===== src/rtl/ila_ctrl_pkg.sv =====
// ila_ctrl_pkg: state encoding shared by the ILA capture sequencer.
package ila_ctrl_pkg;
    localparam int STATE_W = 2;
    localparam logic [STATE_W-1:0] ST_IDLE = 2'd0;
    localparam logic [STATE_W-1:0] ST_PRE  = 2'd1;
    localparam logic [STATE_W-1:0] ST_POST = 2'd2;
    localparam logic [STATE_W-1:0] ST_DONE = 2'd3;
    typedef enum logic [STATE_W-1:0] {
        IDLE = ST_IDLE,
        PRE  = ST_PRE,
        POST = ST_POST,
        DONE = ST_DONE
    } state_e;
endpackage


===== src/rtl/ila_capture_trig_match.sv =====
// ila_trig_match: masked value compare with optional rising-edge qualification.
// Ports: clk_i/arst_i clock and async reset; trig_mask_i/trig_val_i/trig_edge_i
// trigger config; sample_i probe word; hit_o trigger condition this cycle.
module ila_trig_match #(
    parameter int W = 8
) (
    input  logic         clk_i,
    input  logic         arst_i,
    input  logic [W-1:0] trig_mask_i,
    input  logic [W-1:0] trig_val_i,
    input  logic         trig_edge_i,
    input  logic [W-1:0] sample_i,
    output logic         hit_o
);
    logic match, match_prev_q;
    assign match = ((sample_i ^ trig_val_i) & trig_mask_i) == '0;
    assign hit_o = trig_edge_i ? (match & ~match_prev_q) : match;
    always_ff @(posedge clk_i or posedge arst_i) begin
        if (arst_i) match_prev_q <= 1'b0;
        else        match_prev_q <= match;
    end
endmodule


===== src/rtl/ila_capture_ctrl.sv =====
// ila_capture_ctrl: ILA capture sequencer driving the circular sample buffer write port.
// Ports: clk_i/arst_i clock and async reset; arm_i/abort_i control pulses;
// trig_* trigger config; post_cnt_i post-trigger sample count; sample_i probe word;
// buf_we_o/buf_addr_o/buf_data_o registered buffer write; trig_addr_o trigger sample
// address; wrapped_o pointer wrapped since arm; done_o capture complete; state_o state.
module ila_capture_ctrl
    import ila_ctrl_pkg::*;
#(
    parameter int W      = 8,
    parameter int ADDR_W = 10
) (
    input  logic              clk_i,
    input  logic              arst_i,
    input  logic              arm_i,
    input  logic              abort_i,
    input  logic [W-1:0]      trig_mask_i,
    input  logic [W-1:0]      trig_val_i,
    input  logic              trig_edge_i,
    input  logic [ADDR_W-1:0] post_cnt_i,
    input  logic [W-1:0]      sample_i,
    output logic              buf_we_o,
    output logic [ADDR_W-1:0] buf_addr_o,
    output logic [W-1:0]      buf_data_o,
    output logic [ADDR_W-1:0] trig_addr_o,
    output logic              wrapped_o,
    output logic              done_o,
    output logic [STATE_W-1:0] state_o
);
    state_e            state_q, state_d;
    logic [ADDR_W-1:0] ptr_q, ptr_d, cnt_q, cnt_d, trig_q, trig_d, addr_q;
    logic [W-1:0]      data_q;
    logic              wrap_q, wrap_d, done_q, we_q, wr, hit;

    ila_trig_match #(.W(W)) u_match (
        .clk_i       (clk_i),
        .arst_i      (arst_i),
        .trig_mask_i (trig_mask_i),
        .trig_val_i  (trig_val_i),
        .trig_edge_i (trig_edge_i),
        .sample_i    (sample_i),
        .hit_o       (hit)
    );

    always_comb begin
        state_d = state_q;
        ptr_d   = ptr_q;
        cnt_d   = cnt_q;
        trig_d  = trig_q;
        wrap_d  = wrap_q;
        wr      = 1'b0;
        if (abort_i) begin
            state_d = IDLE;
        end else if (state_q == IDLE || state_q == DONE) begin
            if (arm_i) begin
                state_d = PRE;
                ptr_d   = '0;
                wrap_d  = 1'b0;
            end
        end else begin
            wr     = 1'b1;
            ptr_d  = ptr_q + ADDR_W'(1);
            wrap_d = wrap_q | (&ptr_q);
            if (state_q == PRE) begin
                if (hit) begin
                    trig_d  = ptr_q;
                    cnt_d   = post_cnt_i;
                    state_d = (post_cnt_i == '0) ? DONE : POST;
                end
            end else begin
                // the write made while the counter reads 1 is the last post sample
                cnt_d = cnt_q - ADDR_W'(1);
                if (cnt_q == ADDR_W'(1)) state_d = DONE;
            end
        end
    end

    always_ff @(posedge clk_i or posedge arst_i) begin
        if (arst_i) begin
            state_q <= IDLE;
            ptr_q   <= '0;
            cnt_q   <= '0;
            trig_q  <= '0;
            wrap_q  <= 1'b0;
            done_q  <= 1'b0;
            we_q    <= 1'b0;
            addr_q  <= '0;
            data_q  <= '0;
        end else begin
            state_q <= state_d;
            ptr_q   <= ptr_d;
            cnt_q   <= cnt_d;
            trig_q  <= trig_d;
            wrap_q  <= wrap_d;
            done_q  <= (state_d == DONE);
            we_q    <= wr;
            if (wr) begin
                addr_q <= ptr_q;
                data_q <= sample_i;
            end
        end
    end

    assign buf_we_o    = we_q;
    assign buf_addr_o  = addr_q;
    assign buf_data_o  = data_q;
    assign trig_addr_o = trig_q;
    assign wrapped_o   = wrap_q;
    assign done_o      = done_q;
    assign state_o     = state_q;
endmodule


===== config.mk =====
export PLATFORM = sky130hd
export DESIGN_NAME = ila_capture_ctrl
export DESIGN_NICKNAME = d
export VERILOG_FILES = /design/src/rtl/ila_ctrl_pkg.sv /design/src/rtl/ila_capture_trig_match.sv /design/src/rtl/ila_capture_ctrl.sv
export SDC_FILE = /design/constraint.sdc
export NUM_CORES = 1
export LEC_CHECK = 0
export ABC_CLOCK_PERIOD_IN_PS = 2900
export BUFFER_PORTS_ARGS = -buffer_cell sky130_fd_sc_hd__buf_2
export CAP_MARGIN = 5
export CORE_MARGIN = 2
export CORE_UTILIZATION = 53
export CTS_BUF_LIST = sky130_fd_sc_hd__clkbuf_16
export CTS_CLUSTER_SIZE = 20
export DETAILED_ROUTE_END_ITERATION = 12
export GPL_ROUTABILITY_DRIVEN = 0
export GPL_TIMING_DRIVEN = 0
export PLACE_DENSITY = 0.8
export SLEW_MARGIN = 20
export SYNTH_ARGS = -nofsm -noshare
export SYNTH_HDL_FRONTEND = slang
export SYNTH_SLANG_ARGS = --single-unit
export TNS_END_PERCENT = 10

===== constraint.sdc =====
create_clock -name clk_i -period 2.9 [get_ports clk_i]
set_input_delay 0.58 -clock clk_i [delete_from_list [all_inputs] [get_ports clk_i]]
set_output_delay 0.58 -clock clk_i [all_outputs]
set_load 0.005 [all_outputs]

After elaboration in Yosys (flattened, before gate mapping):

Cells that the tools add are included.

* bits in registers: 54
* output and inout port bits: 33
* logic and storage cells: 49

* $add $sub $neg: 2
* equal/unequal tests: 6
* muxes and demuxes: 16
* bitwise gates (word level): 7
* reduce and logical (&&, ||, !) cells: 8

Operators by type and width (number)
* 2-to-1 mux 10 bit: 4
* 2-to-1 mux 2 bit: 6
* adder 10 x 1 -> 10 bit, second input constant: 1
* equality test 10 x 1 -> 1 bit, second input constant: 1
* zero test 10 bit: 1
* AND reduction 10 bit: 1
* subtractor 10 x 1 -> 10 bit, second input constant: 1
* bitwise AND 8 bit: 1
* zero test 8 bit: 1
* bitwise XOR 8 bit: 1
* 2-to-1 mux 1 bit: 6
* equality test 2 bit, second input constant: 2
* != test 2 bit, second input constant: 2
* AND reduction 4 bit: 1
* inverter 1 bit: 3
* AND reduction 3 bit: 1
* equality test 2 x 1 -> 1 bit, second input constant: 1
* zero test 2 bit: 1
* AND reduction 2 bit: 1
* bitwise AND 1 bit: 1
* logical OR 1 bit: 1
* bitwise OR 1 bit: 1

Logic depth before layout (Yosys ltp):

* depth after elaboration: 10
* depth in mapped cells: 10

Cells and area by module:

From an unflattened synthesis, not the netlist that was laid out.

* cells, all modules: 274
* area, all modules: 2638.8 µm²

Modules (own cells, without submodules)
* ila_capture_ctrl: instances 1, cells each 258, area an instance 2489.9 µm², seq. area each 1326.3 µm²
* ila_trig_match: instances 1, cells each 16, area an instance 148.9 µm², seq. area each 25.0 µm²

Least setup slack after synthesis:

No wires, ideal clock.

* path type: register to register
* start: reg state_q[0] (netlist: state_o[0])
* end: reg trig_q[0] (netlist: trig_addr_o[0])
* setup time: 0.125 ns
* arrival: 2.311 ns
* path slack: 0.464 ns
* cell stages (with the launch flop): 10
* clock period less this slack: 2.436 ns
* cells stage by stage: dfrtp_1 -> ha_1 -> clkbuf_1 -> or2_1 -> clkbuf_1 -> inv_1 -> nand2_1 -> nor3_4 -> buf_8 -> mux2_4

* cells in the longest elaborated chain, start to end: 4
* elaborated cells on any way between the ends: 6
* those cells by class: eq/ne: 2; bitwise: 1; reduce/logical: 3

RTL lines
* start: declaration: line ila_capture_ctrl.sv:29 `state_e state_q, state_d;`
* start signal: assignment: line ila_capture_ctrl.sv:89 `state_q <= state_d;`
* equality test 2 bit / zero test 2 bit (equally long branches): line ila_capture_ctrl.sv:53 `end else if (state_q == IDLE || state_q == DONE) begin`
* logical OR 1 bit: line ila_capture_ctrl.sv:53
* inverter 1 bit (no line)
* AND reduction 4 bit (no line) (*)
* end signal: assignment: line ila_capture_ctrl.sv:92 `trig_q <= trig_d;`
* end: declaration: line ila_capture_ctrl.sv:30 `logic [ADDR_W-1:0] ptr_q, ptr_d, cnt_q, cnt_d, trig_q, trig_d, addr_q;`

Mark *: on every way between the ends. The rest lies on a longest branch, timed or not.
A chain may end at the register's enable or synchronous reset.

Final worst setup path:

* start: reg state_q[0] (netlist: state_o[0])
* end: reg ptr_q[2]

* cells in the longest elaborated chain, start to end: 4
* elaborated cells on any way between the ends: 6
* those cells by class: eq/ne: 2; mux: 1; reduce/logical: 3

RTL lines
* equality test 2 bit / zero test 2 bit (equally long branches): line ila_capture_ctrl.sv:53
* logical OR 1 bit (*): line ila_capture_ctrl.sv:53
* != test 2 bit (no line)
* AND reduction 2 bit (no line)
* end signal: assignment: line ila_capture_ctrl.sv:90 `ptr_q <= ptr_d;`
* end: declaration: line ila_capture_ctrl.sv:30

Marks and branches as above.

==> summary.md <==
| Metric | Value |
|---|---|
| Ys async rst share | 1.00 |
| Fin Setup TNS | 0 ns |
| Yosys Warn Count | 0 |
| Yosys top cell area share | 0.495 |
| Crit share post-route | 0.951 |
| Maxcap violations | 0 |
| Setup violators final | 0 |
| Mean Syn Cell Area | 9.33 um^2 |
| Mapped Cells | 293 |
| Die width | 75.8 um |
| DRC violations left | 0 |
| Post-route ant nets | 0 |
| Post-synth EDFFs | 0 |
| Clock Tree Buf Depth | 2 |
| Non-filler cells, final | 442 |
| Port Buffers | 71 |
| Row count | 26 |
| Tmin final | 2.76 ns |
| Worst R2R Start | state_o[0] |
| Worst hold path type | input port to async pin |
| CP Launch Type | flop |
| Synthesized area | 2730 um^2 |
| Layout Skew | 0.00225 ns |
| Final Max Slew Viols | 0 |
| DR vias | 2,527 |
| Pwr dens | 616 nW/um^2 |
| P_int | 1410 uW |
| Comb pwr share | 0.233 |
| Clock share of power | 0.276 |
| Layout cell share with drive strength beyond 1 | 0.277 |
| Sequential cell area fraction in the yosys report | 0.495 |
| CP dominant cell by count | clkbuf_1 |
| Filler cell count | 421 |
| CTS Hold Bufs | 0 |
| Critical Path Fanout Max | 10 |
| Post-synth top flop | dfrtp_1 |
| Drt first pass iters | 5 |
| Antenna violations before repair | 0 |
| Final #Nets | 415 |
| Leakage Power | 0.00167 uW |
| Worst EP required | 3.10 ns |
| RSZ-0062 raised after global routing | false |
| DPL Wire Length | 4.63 mm |
| IR drop worst, VDD | 0.331 mV |
| I/O pin total | 72 |
| CTS Buf Count | 5 |
| CP endpoint kind | flop |
| Worst-skew pair later-pin latency | 0.29 ns |
| NetSw | 637 uW |
| Outcome | completed |
| Register-to-Register Path Depth | 9 |
| Starting density of the core | 0.542 |
| Grt total ovfl | 0 |
| H-tree levels | 2 |
| Die Y | 75.8 um |
| Final Hold Fails | 0 |
| Routed WL per cell | 15.1 um |
| Post-Place Cells | 434 |
| Die area | 5750 um^2 |
| CTS tree | built |
| First-pass GRT wire length | 10.7 mm |
| Sw frac | 0.311 |
| Vias per cell | 5.72 |
| Area leader, netlist | dfrtp_1 |
| All-layer global routing usage | 0.246 |
| Clock Tree Root | clkbuf_16 |
| Synthesized flop and latch total | 54 |
| Distinct cell type count after synthesis | 46 |
| CP arrival | 2.96 ns |
| Max incr delay on CP | 0.44 ns |
| Clock-pin slew reported for the worst setup and hold paths after clock tree synthesis | 0.07 ns |
| Core footprint | 5040 um^2 |
| Syn Nets | 336 |
| Ant diodes | 0 |
| Crit-path cells | ha_1 > clkbuf_1 > or2_1 > clkbuf_1 > inv_2 > clkbuf_1 > clkbuf_1 > nand2_1 > o21ai_0 |
| P&R area growth vs syn | 21.5% |
| Vias in the first global route | 2,407 |
| CTS Sinks | 54 |
| Initial DRC count | 143 |
| Largest net degree at the start of global routing | 55 |
| Slew of the pin with the lowest slew margin | 1.01 ns |
| Max Fclk | 363 MHz |
| Rel. slew slack | 0.326 |
| Critical Path Slowest Stage Cell | dfrtp_1 |
| Crit path kind | flop to flop |
| Largest cells by area after synthesis | dfrtp_1, nand2_1, o21ai_0 |
| Seq pwr share | 0.491 |
| Worst Setup SP | state_o[0] |
| Final Routed Wirelength | 6.67 mm |
power by group through the flow:
stage          Combinational, uW  Clock, uW  Sequential (uW)
2_1_floorplan                287          0              998
3_3_place_gp                 458          0             1010
3_5_place_dp                 472          0             1010
4_1_cts                      477        576             1000
5_1_grt                      539        602             1020
6_report                     476        565             1000
synthesized netlist by cell type (2+ instances only):
library cell / count
mux2_4: 4
dfrtp_1: 54
inv_1: 7
and3_1: 3
nand3b_1: 2
nand3_1: 14
or2_2: 2
ha_1: 4
a31oi_1: 4
nand2_1: 72
nor2_1: 11
xor2_1: 8
clkbuf_1: 13
o21ai_0: 24
mux2_2: 6
or3_1: 2
a22o_1: 4
nor4_1: 5
a311oi_1: 4
nor3_1: 9
a21oi_1: 7
a221o_2: 5
nand4_1: 5
a21boi_0: 2
layout make-up:
cell class | count | area (um^2) | share of cell area
sequential | 54 | 1350 | 0.407
multi-input combinational | 215 | 1270 | 0.383
timing repair buffer | 72 | 363 | 0.109
clock buffer | 5 | 125 | 0.0377
tap | 70 | 87.6 | 0.0264
buffer | 16 | 80.1 | 0.0241
inverter | 8 | 32.5 | 0.00980
clock inverter | 2 | 10.0 | 0.00301
registers in the layout, indices dropped and copies added, names as in the netlist:
signal	flops
state_o	2
wrapped_o	1
ptr_q	10
trig_addr_o	10
done_o	1
u_match.match_prev_q	1
buf_addr_o	10
buf_data_o	8
cnt_q	10
buf_we_o	1
final timing paths:
check / end / slack, ns
min: done_o / 0.39
max in group asynchronous: cnt_q[5] / 2.07
max reg2reg: ptr_q[2] / 0.14
min in group clk_i: buf_data_o[6] / 0.47
max: ptr_q[2] / 0.14
min reg2reg: buf_data_o[6] / 0.47
metrics by stage:
step                      setup slack, ns   util  total power, uW  area [um^2]  hold WS, ns
after CTS                          0.0169  0.657             2050         3310        0.420
after global placement            0.00682  0.630             1470         3180        0.454
after floorplan                     0.464      -             1290         2730        0.470
after global routing               0.0135  0.659             2160         3320        0.449
after detailed placement          0.00172  0.630             1480         3180        0.457
final                               0.143  0.659             2050         3320        0.390
timing repair:
item,4_1_cts,5_1_grt
pin swaps,1,1
gates resized for setup,0,1
setup buffers,0,1
hold endpoints to repair,0,0
setup endpoints to repair,1,11
kinds of logic after synthesis:
kind of cell | share of synthesized area
compound gates | 0.149
xor+xnor | 0.0256
fa+ha+maj | 0.0183
buf+inv | 0.0403
flops | 0.495
mux | 0.0467
simple gates | 0.226
critical path: cells and delay by family (launching register included):
kind / cells / cell delay (ns)
buffers and inverters: 5 / 1.39
adder cells (fa/ha/maj): 1 / 0.31
AND/OR/NAND/NOR: 2 / 0.37
flip-flops: 1 / 0.44
AO/OA/AOI/OAI: 1 / 0.16
per-layer routing:
metal	GRT usage	routed length (um)
met2	0.431	3460
met4	0.0799	78
met1	0.307	2790
met3	0.0437	336
met5	0	0
cells in the final DEF (no fill, tap or decap), types with 2 or more instances in the layout:
master / synthesis / routed
nand4_1: 5 / 5
dfrtp_1: 54 / 54
nor3_1: 9 / 9
inv_2: 1 / 2
clkbuf_16: 0 / 5
or2_2: 2 / 2
xor2_1: 8 / 8
mux2_2: 6 / 6
mux2_4: 4 / 4
a21boi_0: 2 / 2
a31oi_1: 4 / 4
a221o_2: 5 / 5
nand2_1: 72 / 72
o21ai_0: 24 / 24
a22o_1: 4 / 4
nand3_1: 14 / 14
nor4_1: 5 / 5
nor2_1: 11 / 11
ha_1: 4 / 4
buf_2: 1 / 72
nand3b_1: 2 / 2
inv_1: 7 / 5
clkbuf_1: 13 / 13
or3_1: 2 / 2
and3_1: 3 / 3
clkinv_2: 0 / 2
a21oi_1: 7 / 7
a311oi_1: 4 / 4
No activity file was read; power rests on OpenSTA's default activity.
